--- src/rtl/mips_alu_seq_if.sv ---
// Issue/result bundle for the MIPS sequential ALU.
// The master drives the operation; the slave (the ALU) returns the result, the flags and HI/LO.
interface mips_alu_seq_if #(
  parameter int WIDTH = 32
);
  logic             start;
  logic [3:0]       op;
  logic [WIDTH-1:0] a;
  logic [WIDTH-1:0] b;
  logic [WIDTH-1:0] result;
  logic             zero;
  logic             overflow;
  logic             busy;
  logic             done;
  logic [WIDTH-1:0] hi;
  logic [WIDTH-1:0] lo;

  modport master (
    output start, op, a, b,
    input  result, zero, overflow, busy, done, hi, lo
  );

  modport slave (
    input  start, op, a, b,
    output result, zero, overflow, busy, done, hi, lo
  );
endinterface

--- src/rtl/mips_alu_seq.sv ---
// Registered MIPS ALU. Single-cycle ops complete one edge after issue.
// MULTU and DIVU are iterative: shift-add or restoring divide, one bit per edge
// over WIDTH edges. HI and LO are written only when a MULTU or DIVU completes.
module mips_alu_seq #(
  parameter int WIDTH = 32,
  parameter int CNT_W = $clog2(WIDTH+1)
) (
  input  logic          clk,
  input  logic          rst_n,
  mips_alu_seq_if.slave bus
);

  localparam logic [3:0] OP_AND   = 4'b0000;
  localparam logic [3:0] OP_OR    = 4'b0001;
  localparam logic [3:0] OP_ADD   = 4'b0010;
  localparam logic [3:0] OP_XOR   = 4'b0011;
  localparam logic [3:0] OP_NOR   = 4'b0100;
  localparam logic [3:0] OP_SLTU  = 4'b0101;
  localparam logic [3:0] OP_SUB   = 4'b0110;
  localparam logic [3:0] OP_SLT   = 4'b0111;
  localparam logic [3:0] OP_MULTU = 4'b1000;
  localparam logic [3:0] OP_DIVU  = 4'b1001;
  localparam logic [3:0] OP_MFHI  = 4'b1010;
  localparam logic [3:0] OP_MFLO  = 4'b1011;

  typedef enum logic {S_IDLE, S_RUN} state_t;

  state_t             r_state;
  logic [CNT_W-1:0]   r_cnt;
  logic               r_is_div;
  logic [WIDTH-1:0]   r_opnd;    // multiplicand or divisor
  logic [2*WIDTH-1:0] r_acc;     // mul: {partial, multiplier}; div: {remainder, quotient}
  logic [WIDTH-1:0]   r_result;
  logic               r_ovf;
  logic               r_busy;
  logic               r_done;
  logic [WIDTH-1:0]   r_hi;
  logic [WIDTH-1:0]   r_lo;

  logic [WIDTH-1:0]   w_sum;
  logic [WIDTH-1:0]   w_dif;
  logic [WIDTH-1:0]   w_res;
  logic               w_ovf;
  logic [WIDTH:0]     w_madd;
  logic [WIDTH:0]     w_shift;
  logic [WIDTH:0]     w_diff;
  logic [2*WIDTH-1:0] w_mul_nxt;
  logic [2*WIDTH-1:0] w_div_nxt;
  logic [2*WIDTH-1:0] w_acc_nxt;
  logic               w_last;

  assign w_sum = bus.a + bus.b;
  assign w_dif = bus.a - bus.b;

  // Single-cycle datapath: result and overflow for the op being issued now.
  always_comb begin
    w_res = '0;
    w_ovf = 1'b0;
    case (bus.op)
      OP_AND:  w_res = bus.a & bus.b;
      OP_OR:   w_res = bus.a | bus.b;
      OP_XOR:  w_res = bus.a ^ bus.b;
      OP_NOR:  w_res = ~(bus.a | bus.b);
      OP_ADD: begin
        w_res = w_sum;
        w_ovf = (bus.a[WIDTH-1] == bus.b[WIDTH-1]) && (w_sum[WIDTH-1] != bus.a[WIDTH-1]);
      end
      OP_SUB: begin
        w_res = w_dif;
        w_ovf = (bus.a[WIDTH-1] != bus.b[WIDTH-1]) && (w_dif[WIDTH-1] != bus.a[WIDTH-1]);
      end
      OP_SLT:  w_res = WIDTH'($signed(bus.a) < $signed(bus.b));
      OP_SLTU: w_res = WIDTH'(bus.a < bus.b);
      OP_MFHI: w_res = r_hi;
      OP_MFLO: w_res = r_lo;
      default: w_res = '0;
    endcase
  end

  // One multiply or divide step. The multiply adds the multiplicand into the
  // upper half when the multiplier LSB is set, then shifts right with the carry.
  // The divide shifts in the next dividend bit, MSB first, and keeps the
  // difference only when it does not borrow. A zero divisor never borrows, so
  // the quotient becomes all ones and the remainder becomes the dividend.
  always_comb begin
    w_madd    = {1'b0, r_acc[2*WIDTH-1:WIDTH]} + (r_acc[0] ? {1'b0, r_opnd} : '0);
    w_mul_nxt = {w_madd, r_acc[WIDTH-1:1]};
    w_shift   = r_acc[2*WIDTH-1:WIDTH-1];
    w_diff    = w_shift - {1'b0, r_opnd};
    w_div_nxt = w_diff[WIDTH] ? {r_acc[2*WIDTH-2:0], 1'b0}
                              : {w_diff[WIDTH-1:0], r_acc[WIDTH-2:0], 1'b1};
    w_acc_nxt = r_is_div ? w_div_nxt : w_mul_nxt;
  end

  assign w_last = (r_cnt == CNT_W'(WIDTH-1));

  // Control FSM with registered outputs. done is a single-cycle strobe per completed op.
  always_ff @(posedge clk or negedge rst_n) begin
    if (!rst_n) begin
      r_state  <= S_IDLE;
      r_cnt    <= '0;
      r_is_div <= 1'b0;
      r_opnd   <= '0;
      r_acc    <= '0;
      r_result <= '0;
      r_ovf    <= 1'b0;
      r_busy   <= 1'b0;
      r_done   <= 1'b0;
      r_hi     <= '0;
      r_lo     <= '0;
    end else begin
      r_done <= 1'b0;
      case (r_state)
        S_IDLE: begin
          if (bus.start) begin
            if (bus.op == OP_MULTU || bus.op == OP_DIVU) begin
              r_acc    <= {{WIDTH{1'b0}}, bus.a};
              r_opnd   <= bus.b;
              r_is_div <= (bus.op == OP_DIVU);
              r_cnt    <= '0;
              r_busy   <= 1'b1;
              r_state  <= S_RUN;
            end else begin
              r_result <= w_res;
              r_ovf    <= w_ovf;
              r_done   <= 1'b1;
            end
          end
        end
        S_RUN: begin
          r_acc <= w_acc_nxt;
          r_cnt <= r_cnt + 1'b1;
          if (w_last) begin
            r_hi     <= w_acc_nxt[2*WIDTH-1:WIDTH];
            r_lo     <= w_acc_nxt[WIDTH-1:0];
            r_result <= w_acc_nxt[WIDTH-1:0];
            r_ovf    <= 1'b0;
            r_done   <= 1'b1;
            r_busy   <= 1'b0;
            r_cnt    <= '0;
            r_state  <= S_IDLE;
          end
        end
        default: r_state <= S_IDLE;
      endcase
    end
  end

  assign bus.result   = r_result;
  assign bus.zero     = (r_result == '0);
  assign bus.overflow = r_ovf;
  assign bus.busy     = r_busy;
  assign bus.done     = r_done;
  assign bus.hi       = r_hi;
  assign bus.lo       = r_lo;

endmodule

--- src/flat_wrapper.sv ---
// flat-port wrapper written by rule: the top's interface ports become plain ports
module mips_alu_seq_flat 
#(
  parameter int WIDTH = 32,
  parameter int CNT_W = $clog2(WIDTH+1)
)
  (clk, rst_n, bus_start, bus_op, bus_a, bus_b, bus_result, bus_zero, bus_overflow, bus_busy, bus_done, bus_hi, bus_lo);
  mips_alu_seq_if #(.WIDTH(WIDTH)) bus_i ();
  input  logic clk;
  input  logic rst_n;
  input wire logic [$bits(bus_i.start)-1:0] bus_start;
  input wire logic [$bits(bus_i.op)-1:0] bus_op;
  input wire logic [$bits(bus_i.a)-1:0] bus_a;
  input wire logic [$bits(bus_i.b)-1:0] bus_b;
  output wire logic [$bits(bus_i.result)-1:0] bus_result;
  output wire logic [$bits(bus_i.zero)-1:0] bus_zero;
  output wire logic [$bits(bus_i.overflow)-1:0] bus_overflow;
  output wire logic [$bits(bus_i.busy)-1:0] bus_busy;
  output wire logic [$bits(bus_i.done)-1:0] bus_done;
  output wire logic [$bits(bus_i.hi)-1:0] bus_hi;
  output wire logic [$bits(bus_i.lo)-1:0] bus_lo;
  assign bus_i.start = bus_start;
  assign bus_i.op = bus_op;
  assign bus_i.a = bus_a;
  assign bus_i.b = bus_b;
  assign bus_result = bus_i.result;
  assign bus_zero = bus_i.zero;
  assign bus_overflow = bus_i.overflow;
  assign bus_busy = bus_i.busy;
  assign bus_done = bus_i.done;
  assign bus_hi = bus_i.hi;
  assign bus_lo = bus_i.lo;
  mips_alu_seq #(.WIDTH(WIDTH), .CNT_W(CNT_W)) u_core (.clk(clk), .rst_n(rst_n), .bus(bus_i));
endmodule
--- config.mk ---
export PLATFORM = sky130hd
export DESIGN_NAME = mips_alu_seq_flat
export DESIGN_NICKNAME = d
export VERILOG_FILES = /design/src/rtl/mips_alu_seq_if.sv /design/src/rtl/mips_alu_seq.sv /design/src/flat_wrapper.sv
export SDC_FILE = /design/constraint.sdc
export NUM_CORES = 1
export LEC_CHECK = 0
export ABC_AREA = 1
export CORE_MARGIN = 2
export CORE_UTILIZATION = 32
export CTS_CLUSTER_DIAMETER = 200
export DETAILED_ROUTE_END_ITERATION = 6
export GPL_TIMING_DRIVEN = 0
export PLACE_DENSITY = 0.53
export SLEW_MARGIN = 25
export SYNTH_ARGS = -nofsm -noshare
export SYNTH_HDL_FRONTEND = slang
export SYNTH_SLANG_ARGS = --single-unit
--- constraint.sdc ---
create_clock -name clk -period 3.7 [get_ports clk]
set_clock_uncertainty 0.2 [all_clocks]
set_input_delay 0.74 -clock clk [delete_from_list [all_inputs] [get_ports clk]]
set_output_delay 0.74 -clock clk [all_outputs]
set_load 0.1 [all_outputs]
**Yosys cells after proc, flatten, opt, wreduce, memory -nomap -nowiden**

Cells that the tools add are included.

- Register bits after elaboration: 203
- Bits of input ports: 71

- $add $sub $neg: 5
- $lt $le $gt $ge: 2
- Equal/unequal tests: 20
- Multiplexer cells: 31
- Bitwise operators: 5
- Reduce and logical (&&, ||, !) cells: 10

Operator list:

| kind | number |
|---|---|
| 32-bit case mux with 10 select lines | 1 |
| 64-bit 2-to-1 mux | 4 |
| 32-bit 2-to-1 mux | 4 |
| 64-bit case mux with 2 select lines | 1 |
| 32-bit < comparator | 2 |
| 32-bit case mux with 2 select lines | 1 |
| 32-bit by 33-bit adder with 33-bit output | 1 |
| 33-bit by 32-bit subtractor with 33-bit output | 1 |
| 32-bit adder | 1 |
| 32-bit AND | 1 |
| 32-bit logical NOT | 1 |
| 32-bit NOT | 1 |
| 32-bit bitwise OR | 1 |
| 32-bit subtractor | 1 |
| 32-bit XOR | 1 |
| 6-bit 2-to-1 mux | 3 |
| 4-bit by 3-bit equality test with 1-bit output, second input constant | 4 |
| 4-bit equality test, second input constant | 4 |
| 6-bit case mux with 2 select lines | 1 |
| 1-bit 2-to-1 mux | 11 |
| 1-bit case mux with 2 select lines | 5 |
| 3-bit AND reduction | 3 |
| 4-bit by 2-bit equality test with 1-bit output, second input constant | 2 |
| 6-bit by 1-bit adder with 6-bit output, second input constant | 1 |
| 11 further kinds | 17 |

**Longest topological paths before layout**

Gate-level depths: netlist (run 1).

- Word-level depth: 7
- Mapped depth: 19

**Worst setup path after synthesis (run 1)**

Ideal clock, no wire load.

- Path type: register to output
- Start point: register u_core.r_result[21] (netlist: u_core.bus.result[21])
- End point: output bus_zero
- Arrival: 4.282 ns
- Slack: -1.522 ns
- Cell stages (with the launch flop): 3
- Cells stage by stage: dfrtp_1 -> or4_1 -> nor4_1

- Word-level cells in the longest chain between the ends: 1

Ends and longest elaborated chain:

| what | RTL line | source |
|---|---|---|
| start: declaration | mips_alu_seq.sv:33 | `logic [WIDTH-1:0] r_result;` |
| start signal: assignment | mips_alu_seq.sv:124 | `r_result <= w_res;` |
| start signal: assignment | mips_alu_seq.sv:136 | `r_result <= w_acc_nxt[WIDTH-1:0];` |
| 32-bit logical NOT | mips_alu_seq.sv:150 | `assign bus.zero = (r_result == '0);` |
| end: declaration | flat_wrapper.sv:16 | `output wire logic [$bits(bus_i.zero)-1:0] bus_zero;` |

No other way between the ends.

**Final worst setup path (run 1)**

- Start point: input bus_op[0]
- End point: register u_core.r_result[25] (netlist: u_core.bus.result[25])

- Word-level cells in the longest chain between the ends: 5

Ends and longest elaborated chain:

| what | RTL line | source |
|---|---|---|
| start: declaration | flat_wrapper.sv:12 | `input wire logic [$bits(bus_i.op)-1:0] bus_op;` |
| 4-bit equality test (tied with other cells) | mips_alu_seq.sv:59 | `case (bus.op)` |
| 32-bit case mux with 10 select lines | mips_alu_seq.sv:59 |  |
| 32-bit 2-to-1 mux | mips_alu_seq.sv:116 | `if (bus.op == OP_MULTU \|\| bus.op == OP_DIVU) begin` |
| 32-bit 2-to-1 mux | mips_alu_seq.sv:115 | `if (bus.start) begin` |
| 32-bit case mux with 2 select lines | mips_alu_seq.sv:113 | `case (r_state)` |

Several ways; a longest one is shown, not always the timed one. The select of a mux whose other input is x is not followed.
A chain may end at the register's enable or synchronous reset.

==> summary.txt, run 1 <==
STA
  – Final TNS setup: -0.03047 ns
  – Slew @ Worst Pin: 1.144 ns
  – Fin worst setup slack: -0.02395 ns
  – Count of final setup violators: 2
  – Final worst-path cycle share: 100.6%
  – FMAX: 268.5 MHz
  – Min Tclk post-route: 3.724 ns
  – Final hold vios: 0
  – Unrepaired setup endpoints after global routing: false
  – Slew Limit Fails: 0
  – Max_slew headroom: 23.74%

Logic synthesis
  – Syn Area/Cell: 5.994 µm²
  – Sequential area share after synthesis: 24.21%
  – Mux cell area share after synthesis: 0%
  – Post-synthesis compound-gate area fraction: 14.13%
  – Post-Syn Nets: 3749
  – Synth Area in Adders: 10.70%
  – Synth Register Bits: 203
  – Dominant cell type by area after synthesis: dfrtp_1
  – Count of different cell masters after synthesis: 50
  – Synth Warn #: 0
  – Synth Area in XOR/XNOR: 0.8764%
  – Post-synthesis cell count: 3501
  – Area share of the largest cell type after synthesis: 24.21%
  – Ranking of synthesized cells by area: dfrtp_1 24%, nand2_1 20%, ha_1 10%
  – Largest family of logic cells by synthesized area: simple AND/OR/NAND/NOR gates
  – Syn Std Cell Area: 20990 µm²
  – Post-Synth Simple-Gate Area: 37.30%

Route
  – Per-cell routed wire length: 22.92 µm
  – Routed WL: 104.7 mm
  – 1st-iter DRT viols: 2626
  – DR vias/cell: 5.282
  – Number of routed nets with antenna violations: 0
  – Drt first pass iters: 7
  – Vias: 24130
  – DR DRC count: 2

Placement
  – Dpl hpwl: 86.08 mm
  – IO buf count: 170
  – Cell count after placement: 4528
  – Final GP Congestion: 1.024
  – Post-DP Area: 23830 µm²

Worst setup path
  – Type of origin of the critical path: input pin
  – Crit-path max FO: 10
  – CP required: 3.95 ns
  – Reg2Reg Setup Slack: 0.17 ns
  – CP Capture Type: register
  – WS Path Type: input pin to register
  – R2r worst-path depth: 8
  – Arrival @ worst endpoint: 3.97 ns
  – Reg-to-Reg End: u_core.r_acc[17]
  – Worst r2r src: u_core.r_is_div

Floorplanning
  – Core Box Area: 64700 µm²
  – Initial Util: 32.44%
  – Die H: 260.1 µm
  – IO Pins: 171
  – Die Area: 67650 µm²
  – Die X: 260.1 µm
  – Row count: 93

Clock network
  – TritonCTS Buffers: 25
  – H-tree levels: 1
  – Root Driver: clkbuf_16
  – Post-CTS Setup Inserts: 0
  – CTS tree: yes
  – Clk_lat worst skew: 0.57 ns
  – Worst-path clk slew: 0.06 ns
  – Clock Path Buffers: 3
  – Clk sinks: 203

Power and ir drop
  – Sw Ratio: 58.56%
  – Clk network pwr share: 14.2%
  – Leak: 0.01323 µW
  – Reported net switching power: 10730 µW
  – Worst VDD drop: 898.4 µV
  – Sequential share of power: 22.5%
  – Pint: 7596 µW
  – Combinational power share: 63.3%
  – PnR Total Power: 18330 µW
  – Pwr dens: 741.6 nW/µm²

Final layout
  – Multi-input gate area: 13300 µm²
  – Synthesis-to-layout area growth: 17.78%
  – Non-filler instance count after layout: 4567
  – Post-route cell area: 24720 µm²
  – Share of cells above drive strength 1: 4.177%
  – Final Net Count: 3943
  – Most frequent cells in the layout: 1106 x nand2_1, 568 x inv_1, 323 x nand3_1
  – Reg area: 5081 µm²
  – Final-layout fill cell count: 7269
  – Most common cell after layout, fill and taps aside: nand2_1

Global routing
  – Antenna violations before repair: 2
  – Number of global-route vias before repair: 21880
  – Grt ovf: 0
  – Largest net degree at the start of global routing: 83
  – Tot GR Track Use: 30.21%
  – Global-route wire length before repair: 149.4 mm

Worst hold path
  – Hold depth: 2
  – Worst min-delay path class: register to register
  – Hold Path Origin: u_core.bus.overflow
  – Worst hold endpoint: u_core.bus.overflow

Outcome
  – Status: complete, but fails checks
  – Failing checks: design-rule violations, negative setup slack

Job
  – # Max-Cap Violations: 0
## cell families after synthesis
logic type,Yosys count
simple gates,1870
buf+inv,695
compound gates,535
flops,203
fa+ha+maj,177
xor+xnor,21
## metrics by stage
stage                     util [%]  hold slack, ns  setup slack [ns]
after floorplan                  -          0.2444            0.2377
after global placement       36.74          0.2717            -7.695
after detailed placement     36.84          0.2737           -0.6257
after CTS                    38.16          0.2897          0.009360
after global routing         38.20          0.3322          0.002230
final                        38.20          0.2821          -0.02395
## worst max-delay path, cell delays in order
cell	delay, ns
clkdlybuf4s50_1	0.64
inv_1	0.17
nor2_1	0.05
nand2_1	0.08
clkbuf_1	0.72
buf_2	0.52
o22ai_1	0.12
nor3_1	0.42
nand3_1	0.26
nand2_1	0.14
a21oi_1	0.08
## cells in the mapped netlist (all sizes together)
cell,instances
nand2,1125
clkbuf,73
a21o,10
nand3b,8
o21bai,20
dfrtp,203
a32o,11
nand4,21
a2111oi,3
or4,2
nor3,33
a211oi,5
o31ai,1
o2111ai,6
clkinv,1
nand3,337
or2,13
o22ai,17
o21a,2
a21oi,188
o221ai,6
xnor2,8
nor2,312
a31oi,7
fa,4
xor2,13
buf,46
ha,173
o21ai,246
inv,575
nor4,10
a21boi,7
and3,1
and2,8
o211ai,6
## sequential cells by signal, summed over array words and instances, names as in the netlist
signal,count
u_core.r_acc,64
u_core.bus.busy,1
u_core.bus.lo,32
u_core.r_cnt,6
u_core.bus.overflow,1
u_core.r_is_div,1
u_core.bus.hi,32
u_core.bus.done,1
u_core.r_opnd,32
u_core.r_state,1
u_core.bus.result,32
## how the worst max path moves through the flow
stage | cells past startpoint | slack [ns] | start | end
after floorplan | 2 | 0.24 | u_core.bus.result[21] | bus_zero
after global placement | 1 | -7.70 | rst_n | u_core.r_acc[17]
after detailed placement | 19 | -0.63 | bus_b[17] | u_core.bus.result[0]
after CTS | 4 | 0.009 | u_core.bus.result[1] | bus_zero
after global routing | 20 | 0.002 | bus_a[0] | u_core.bus.result[0]
final | 11 | -0.02 | bus_op[0] | u_core.bus.result[25]
## power by group through the flow
stage | logic [µW] | clock network (µW) | registers, µW
after floorplan | 5180 | 0 | 6660
after global placement | 11400 | 0 | 4080
after detailed placement | 11400 | 0 | 4060
after CTS | 11500 | 2640 | 4050
after global routing | 12500 | 2720 | 4170
final | 11600 | 2610 | 4130
## routing by layer
metal | track usage (%) | vias up | routed length (µm)
li1 | - | 11500 | -
met1 | 43.66 | 11250 | 47670
met2 | 44.30 | 1193 | 43060
met3 | 6.326 | 179 | 9950
met4 | 10.03 | 2 | 3982
met5 | 0 | - | 13
## cell type report
type	count	area share (%)
well taps	855	4.328
plain buffers	113	2.045
flip-flops and latches	203	20.56
clock buffers	34	2.830
inverters	576	8.747
clock inverters	9	0.5214
multi-input cells	2603	53.79
repair buffers	173	7.173
diodes	1	0.01012
## repair_timing
item | in CTS | in global routing
pin swaps | 1 | 1
resized for setup | 12 | 17
endpoints found under the hold margin | 42 | 0
hold buffers | 1 | 0
endpoints found under the setup margin | 23 | 57
(Power assumes the default switching activity.)
==> inputs of run 2 (changes only) <==
--- a/config.mk
+++ b/config.mk
@@ -6,12 +6,14 @@
 export NUM_CORES = 1
 export LEC_CHECK = 0
 export ABC_AREA = 1
+export CELL_PAD_IN_SITES_DETAIL_PLACEMENT = 1
+export CELL_PAD_IN_SITES_GLOBAL_PLACEMENT = 2
 export CORE_MARGIN = 2
 export CORE_UTILIZATION = 32
 export CTS_CLUSTER_DIAMETER = 200
 export DETAILED_ROUTE_END_ITERATION = 6
 export GPL_TIMING_DRIVEN = 0
-export PLACE_DENSITY = 0.53
+export PLACE_DENSITY = 0.86
 export SLEW_MARGIN = 25
 export SYNTH_ARGS = -nofsm -noshare
 export SYNTH_HDL_FRONTEND = slang
==> run 2 against run 1 <==
The run now ends clean. Final cell count increased by 0.15%. Sequential power increased by 1%. Combinational power about the same. Register-to-register slack improved by 0.05 ns. Sequential share of layout area decreased by 0.089 points. Power increased by 2.2%. Fmax increased by 1.8%. Global-route usage increased by 1.5 points. Non-clock buffer count increased by 2. Highest routed layer is now met4. Clock-buffer cell count unchanged. Largest cell class unchanged. Die area unchanged.
==> summary.txt, run 2 (synthesis results as in run 1) <==
Outcome
  – Status: finished clean (was complete, but fails checks)

Final layout
  – Final Net Count: 3947 (was 3943)
  – Final-layout fill cell count: 8726 (was 7269)
  – Largest register FFs: 64 (unchanged)
  – Reg area: 5081 µm² (unchanged)
  – Synthesis-to-layout area growth: 18.29% (was 17.78%)
  – Multi-input gate area: 13290 µm² (was 13300 µm²)
  – Share of cells above drive strength 1: 4.464% (was 4.177%)
  – Most frequent cells in the layout: 1104 x nand2_1, 568 x inv_1, 323 x nand3_1 (was 1106 x nand2_1, 568 x inv_1, 323 x nand3_1)
  – Register with the most flip-flops: u_core.r_acc (unchanged)
  – Final core occ: 38.37% (was 38.20%)
  – Diodes inserted: 0 (was 1)
  – Non-filler instance count after layout: 4574 (was 4567)
  – Most common cell after layout, fill and taps aside: nand2_1 (unchanged)

Global routing
  – Global-route wire length before repair: 159.2 mm (was 149.4 mm)
  – Tot GR Track Use: 31.71% (was 30.21%)
  – Antenna violations before repair: 4 (was 2)
  – Grt ovf: 0 (unchanged)
  – Largest net degree at the start of global routing: 85 (was 83)
  – Number of global-route vias before repair: 24160 (was 21880)

Clock network
  – Worst-path clk slew: 0.06 ns (about the same)
  – Post-CTS Setup Inserts: 0 (unchanged)
  – Clock Path Buffers: 3 (unchanged)
  – Root Driver: clkbuf_16 (unchanged)
  – H-tree levels: 1 (unchanged)
  – Clk sinks: 203 (unchanged)
  – TritonCTS Buffers: 27 (was 25)
  – CTS tree: yes (unchanged)
  – Clk_lat worst skew: 0.58 ns (was 0.57 ns)

Power and ir drop
  – Sequential share of power: 22.4% (was 22.5%)
  – Clk network pwr share: 15.1% (was 14.2%)
  – Combinational power share: 62.6% (was 63.3%)
  – Leak: 0.01328 µW (was 0.01323 µW)
  – Reported net switching power: 10950 µW (was 10730 µW)
  – Pwr dens: 754.5 nW/µm² (was 741.6 nW/µm²)
  – Sw Ratio: 58.47% (was 58.56%)
  – Worst VDD drop: 931.3 µV (was 898.4 µV)
  – Pint: 7778 µW (was 7596 µW)

Worst setup path
  – WS Path Type: register to primary output (was input pin to register)
  – Arrival @ worst endpoint: 2.72 ns (was 3.97 ns)
  – Type of origin of the critical path: register (was input pin)
  – CP Capture Type: primary output (was register)
  – Reg2Reg Setup Slack: 0.22 ns (was 0.17 ns)
  – CP required: 2.76 ns (was 3.95 ns)
  – R2r worst-path depth: 17 (was 8)
  – Worst r2r src: u_core.r_acc[31] (was u_core.r_is_div)
  – Reg-to-Reg End: u_core.r_acc[58] (was u_core.r_acc[17])
  – Crit-path max FO: 3 (was 10)

Job
  – # Max-Cap Violations: 0 (unchanged)

Placement
  – Final GP Congestion: 0.9699 (was 1.024)
  – Cell count after placement: 4528 (unchanged)
  – Dpl hpwl: 90.58 mm (was 86.08 mm)
  – Worst slack, placed: -0.7126 ns (was -0.6257 ns)
  – IO buf count: 170 (unchanged)

Floorplanning
  – Initial Util: 32.44% (unchanged)
  – Die H: 260.1 µm (unchanged)
  – Die X: 260.1 µm (unchanged)
  – Die Area: 67650 µm² (unchanged)
  – Row count: 93 (unchanged)
  – IO Pins: 171 (unchanged)
  – Core Box Area: 64700 µm² (unchanged)

Worst hold path
  – Hold depth: 2 (unchanged)
  – Worst hold endpoint: u_core.bus.overflow (unchanged)
  – Worst min-delay path class: register to register (unchanged)
  – Hold Path Origin: u_core.bus.overflow (unchanged)

STA
  – Slew Limit Fails: 0 (unchanged)
  – Fin worst setup slack: 0.04352 ns (was -0.02395 ns)
  – FMAX: 273.5 MHz (was 268.5 MHz)
  – Max_slew headroom: 31.45% (was 23.74%)
  – Min Tclk post-route: 3.656 ns (was 3.724 ns)
  – Unrepaired setup endpoints after global routing: false (unchanged)
  – Slew @ Worst Pin: 1.028 ns (was 1.144 ns)
  – Count of final setup violators: 0 (was 2)
  – Final hold vios: 0 (unchanged)
  – Final worst-path cycle share: 98.82% (was 100.6%)

Route
  – DR vias/cell: 5.382 (was 5.282)
  – Routed WL: 108.9 mm (was 104.7 mm)
  – Drt first pass iters: 5 (was 7)
  – 1st-iter DRT viols: 2272 (was 2626)
  – Vias: 24620 (was 24130)
  – Per-cell routed wire length: 23.81 µm (was 22.92 µm)
  – Number of routed nets with antenna violations: 0 (unchanged)
  – DR DRC count: 0 (was 2)
-- run 2: final cells by class --
class                   count  area share, %
multi-input cells        2603          53.53
flip-flops and latches    203          20.47
inverters                 576          8.709
repair buffers            173          7.132
well taps                 855          4.309
clock buffers              34          2.989
plain buffers             115          2.077
clock inverters            15         0.7862
-- run 2: how the worst max path moves through the flow --
stage | slack (ns) | cells past startpoint | end | from
2_1_floorplan | 0.24 | 2 | bus_zero | u_core.bus.result[21]
3_3_place_gp | -7.76 | 1 | u_core.r_acc[57] | rst_n
3_5_place_dp | -0.71 | 18 | u_core.bus.result[0] | bus_b[25]
4_1_cts | 0.004 | 15 | u_core.bus.result[28] | bus_b[8]
5_1_grt | 0.0008 | 15 | u_core.bus.overflow | bus_b[28]
6_report | 0.04 | 4 | bus_zero | u_core.bus.result[13]
-- run 2: power by group through the flow --
| stage | clock network (µW) | registers (µW) | logic [µW] |
|---|---|---|---|
| final | 2820 | 4190 | 11700 |
| after global routing | 2920 | 4220 | 12700 |
| after CTS | 2840 | 4120 | 11600 |
| after detailed placement | 0 | 4120 | 11600 |
| after global placement | 0 | 4130 | 11400 |
| after floorplan | 0 | 6660 | 5180 |
-- run 2: per-stage QoR --
| stage | total power, µW | cell area (µm²) | hold slack, ns | TNS [ns] |
|---|---|---|---|---|
| 6_report | 18730 | 24830 | 0.3047 | 0 |
| 5_1_grt | 19850 | 24830 | 0.3496 | 0 |
| 4_1_cts | 18580 | 24790 | 0.3062 | 0 |
| 3_5_place_dp | 15680 | 23830 | 0.2893 | -15.87 |
| 3_3_place_gp | 15560 | 23770 | 0.2694 | -1581.09 |
| 2_1_floorplan | 11840 | 21000 | 0.2444 | 0 |
-- run 2: what timing repair did --
action | 4_1_cts | 5_1_grt
endpoints found under the hold margin | 51 | 0
endpoints found under the setup margin | 39 | 28
pin swaps | 1 | 2
hold buffers | 1 | 0
gates resized for setup | 13 | 19
-- run 2: per-layer routing --
layer,vias up,GRT usage (%),share of wire [%]
met1,12030,46.76,48
li1,11490,-,-
met2,969,48.25,42
met5,-,0,0
met3,132,4.727,7.9
met4,0,7.444,2.6
-- run 2: critical path, stage by stage (launching register included) --
cell	delay, ns
dfrtp_1	0.42
nor4_2	0.55
nand4_1	0.52
nor4_4	0.30
buf_4	0.33
==> inputs of run 3 (changes only) <==
--- a/config.mk
+++ b/config.mk
@@ -12,7 +12,7 @@
 export CORE_UTILIZATION = 32
 export CTS_CLUSTER_DIAMETER = 200
 export DETAILED_ROUTE_END_ITERATION = 6
-export GPL_TIMING_DRIVEN = 0
+export GPL_TIMING_DRIVEN = 1
 export PLACE_DENSITY = 0.86
 export SLEW_MARGIN = 25
 export SYNTH_ARGS = -nofsm -noshare
==> run 3 against run 2 <==
Clock-buffer cell count shrank 4. Final cell count grew 1.4%. Fmax grew 8.1%. Clock power shrank 5%. Global-route usage shrank 1.7 points. Power shrank 2.5%. Critical path depth grew 14. Combinational power is essentially flat. Routed wire length shrank 5.2%. Via count shrank 1.6%. Register-to-register slack gained 0.19 ns. Setup slack gained 0.27 ns. Critical endpoint is now u_core.bus.result[0].
==> summary.txt, run 3 (synthesis results as in run 1) <==
Worst setup path
  – Type of origin of the critical path: input pin (was register)
  – Worst setup startpoint: bus_b[16] (was u_core.bus.result[13])
  – Worst r2r src: u_core.r_acc[0] (was u_core.r_acc[31])
  – Largest delay share family, worst path: simple AND/OR/NAND/NOR gates (unchanged)
  – Crit path cell chain: clkdlybuf4s50_1 > inv_1 > ha_1 > nor2_1 > inv_1 > nor2_1 > nand2_1 > nor3_1 > buf_4 > nand2_1 > nand3_1 > nand2_1 > inv_1 > nand2_1 > nand2_1 > nand2_1 > nand2_1 > nand2_1 (was nor4_2 > nand4_1 > nor4_4 > buf_4)
  – CP required: 3.98 ns (was 2.76 ns)
  – WS Path Type: input pin to register (was register to primary output)
  – CP endpoint: u_core.bus.result[0] (was bus_zero)
  – Buf/Inv on CP: 5 (was 1)
  – Reg-to-Reg End: u_core.bus.hi[30] (was u_core.r_acc[58])
  – R2r worst-path depth: 13 (was 17)
  – Crit-path slowest cell: clkdlybuf4s50_1 (was nor4_2)
  – CP Capture Type: register (was primary output)
  – Critical path's most frequent cell: nand2_1
  – Arrival @ worst endpoint: 3.66 ns (was 2.72 ns)
  – Reg2Reg Setup Slack: 0.41 ns (was 0.22 ns)
  – CP Depth: 18 (was 4)
  – Crit-path max FO: 4 (was 3)
  – Slowest stage delay, CP: 0.67 ns (was 0.55 ns)

Job
  – # Max-Cap Violations: 0 (unchanged)

Floorplanning
  – Row count: 93 (unchanged)
  – Initial Util: 32.44% (unchanged)
  – Core Box Area: 64700 µm² (unchanged)
  – Die X: 260.1 µm (unchanged)
  – Die Area: 67650 µm² (unchanged)
  – Die H: 260.1 µm (unchanged)
  – IO Pins: 171 (unchanged)

Route
  – DR DRC count: 0 (unchanged)
  – Vias: 24220 (was 24620)
  – Drt first pass iters: 5 (unchanged)
  – Number of routed nets with antenna violations: 0 (unchanged)
  – DR vias/cell: 5.222 (was 5.382)
  – Routed WL: 103.2 mm (was 108.9 mm)
  – 1st-iter DRT viols: 1663 (was 2272)
  – Per-cell routed wire length: 22.25 µm (was 23.81 µm)

Worst hold path
  – Worst min-delay path class: register to register (unchanged)

Power and ir drop
  – Worst VDD drop: 821.8 µV (was 931.3 µV)
  – Pwr dens: 719.2 nW/µm² (was 754.5 nW/µm²)
  – Leak: 0.01396 µW (was 0.01328 µW)

Final layout
  – Register with the most flip-flops: u_core.r_acc (unchanged)
  – Share of cells above drive strength 1: 10.42% (was 4.464%)
  – Multi-input gate area: 13250 µm² (was 13290 µm²)
  – Post-route cell area: 25400 µm² (was 24830 µm²)
  – Synthesis-to-layout area growth: 21.02% (was 18.29%)
  – Final Net Count: 4012 (was 3947)
  – Most common cell after layout, fill and taps aside: nand2_1 (unchanged)
  – Final-layout fill cell count: 8684 (was 8726)
  – Reg area: 5084 µm² (was 5081 µm²)
  – Most frequent cells in the layout: 1106 x nand2_1, 568 x inv_1, 324 x nand3_1 (was 1104 x nand2_1, 568 x inv_1, 323 x nand3_1)
  – Largest register FFs: 64 (unchanged)
  – Final core occ: 39.26% (was 38.37%)

Placement
  – Final GP Congestion: 0.9928 (was 0.9699)
  – Post-DP Area: 24520 µm² (was 23830 µm²)
  – Dpl hpwl: 84.58 mm (was 90.58 mm)
  – IO buf count: 170 (unchanged)

STA
  – Max_slew headroom: 35.88% (was 31.45%)
  – Slew @ Worst Pin: 0.9588 ns (was 1.028 ns)
  – FMAX: 295.7 MHz (was 273.5 MHz)
  – Final hold vios: 0 (unchanged)
  – Final worst-path cycle share: 91.40% (was 98.82%)
  – Unrepaired setup endpoints after global routing: false (unchanged)
  – Count of final setup violators: 0 (unchanged)
  – Final TNS setup: 0 ns (unchanged)
  – Slew Limit Fails: 0 (unchanged)
  – Min Tclk post-route: 3.382 ns (was 3.656 ns)

Clock network
  – Clk sinks: 203 (unchanged)
  – Clk_lat worst skew: 0.59 ns (was 0.58 ns)
  – H-tree levels: 1 (unchanged)
  – Root Driver: clkbuf_16 (unchanged)
  – Worst-path clk slew: 0.06 ns (about the same)
  – CTS tree: yes (unchanged)
  – Clock Path Buffers: 3 (unchanged)
  – TritonCTS Buffers: 27 (unchanged)

Global routing
  – Largest net degree at the start of global routing: 81 (was 85)
  – Number of global-route vias before repair: 24110 (was 24160)
  – Antenna violations before repair: 0 (was 4)
  – Tot GR Track Use: 30.02% (was 31.71%)
  – Global-route wire length before repair: 153.5 mm (was 159.2 mm)
  – Grt ovf: 0 (unchanged)

Outcome
  – Status: finished clean (unchanged)
run 3: layout make-up:
class | instances | share of cell area, %
well taps | 855 | 4.212
inverters | 576 | 8.513
diodes | 1 | 0.009853
multi-input cells | 2603 | 52.18
clock inverters | 18 | 0.6355
flip-flops and latches | 203 | 20.02
repair buffers | 353 | 11.66
clock buffers | 30 | 2.783
run 3: through the flow:
stage	total power, µW	cells	worst slack, ns	hold slack (ns)
after global placement	15380	4589	-0.3187	0.3004
after global routing	19420	4638	0.1212	0.3531
final	18270	4639	0.3182	0.3286
after detailed placement	15510	4589	-0.2291	0.3118
after floorplan	11840	3501	0.2377	0.2444
after CTS	18250	4638	0.2099	0.3314
run 3: metal layers:
layer / GRT usage, % / share of wire (%)
met1: 42.82 / 47
met2: 46.81 / 43
met3: 3.226 / 5.6
met4: 10.51 / 4.0
met5: 0 / 0
run 3: how the worst min path moves through the flow:
stage	from	endpoint	cells past startpoint
3_5_place_dp	u_core.bus.lo[6]	u_core.bus.lo[6]	2
5_1_grt	u_core.bus.lo[6]	u_core.bus.lo[6]	2
3_3_place_gp	u_core.bus.lo[2]	u_core.bus.lo[2]	2
4_1_cts	u_core.bus.hi[15]	u_core.bus.hi[15]	2
2_1_floorplan	rst_n	u_core.bus.busy	0
6_report	u_core.bus.busy	u_core.bus.busy	2
run 3: what timing repair did:
item | CTS | global route
setup buffers | 0 | 0
gates resized for setup | 0 | 0
hold buffers | 1 | 0
hold endpoints to repair | 35 | 0
run 3: where the power goes:
part | leakage [µW] | internal, µW | switching, µW | total, µW
combinational | 0.0111 | 3000 | 8510 | 11500
sequential | 0.00241 | 3000 | 1080 | 4090
clock | 0.000425 | 1510 | 1160 | 2670
run 3: worst reg2reg max path: cells and delay by family, from the launching register on:
family	cells	cell delay, ns
flops	1	0.43
fa+ha+maj	1	0.39
buf+inv	3	0.43
compound gates	3	0.93
simple gates	6	0.77
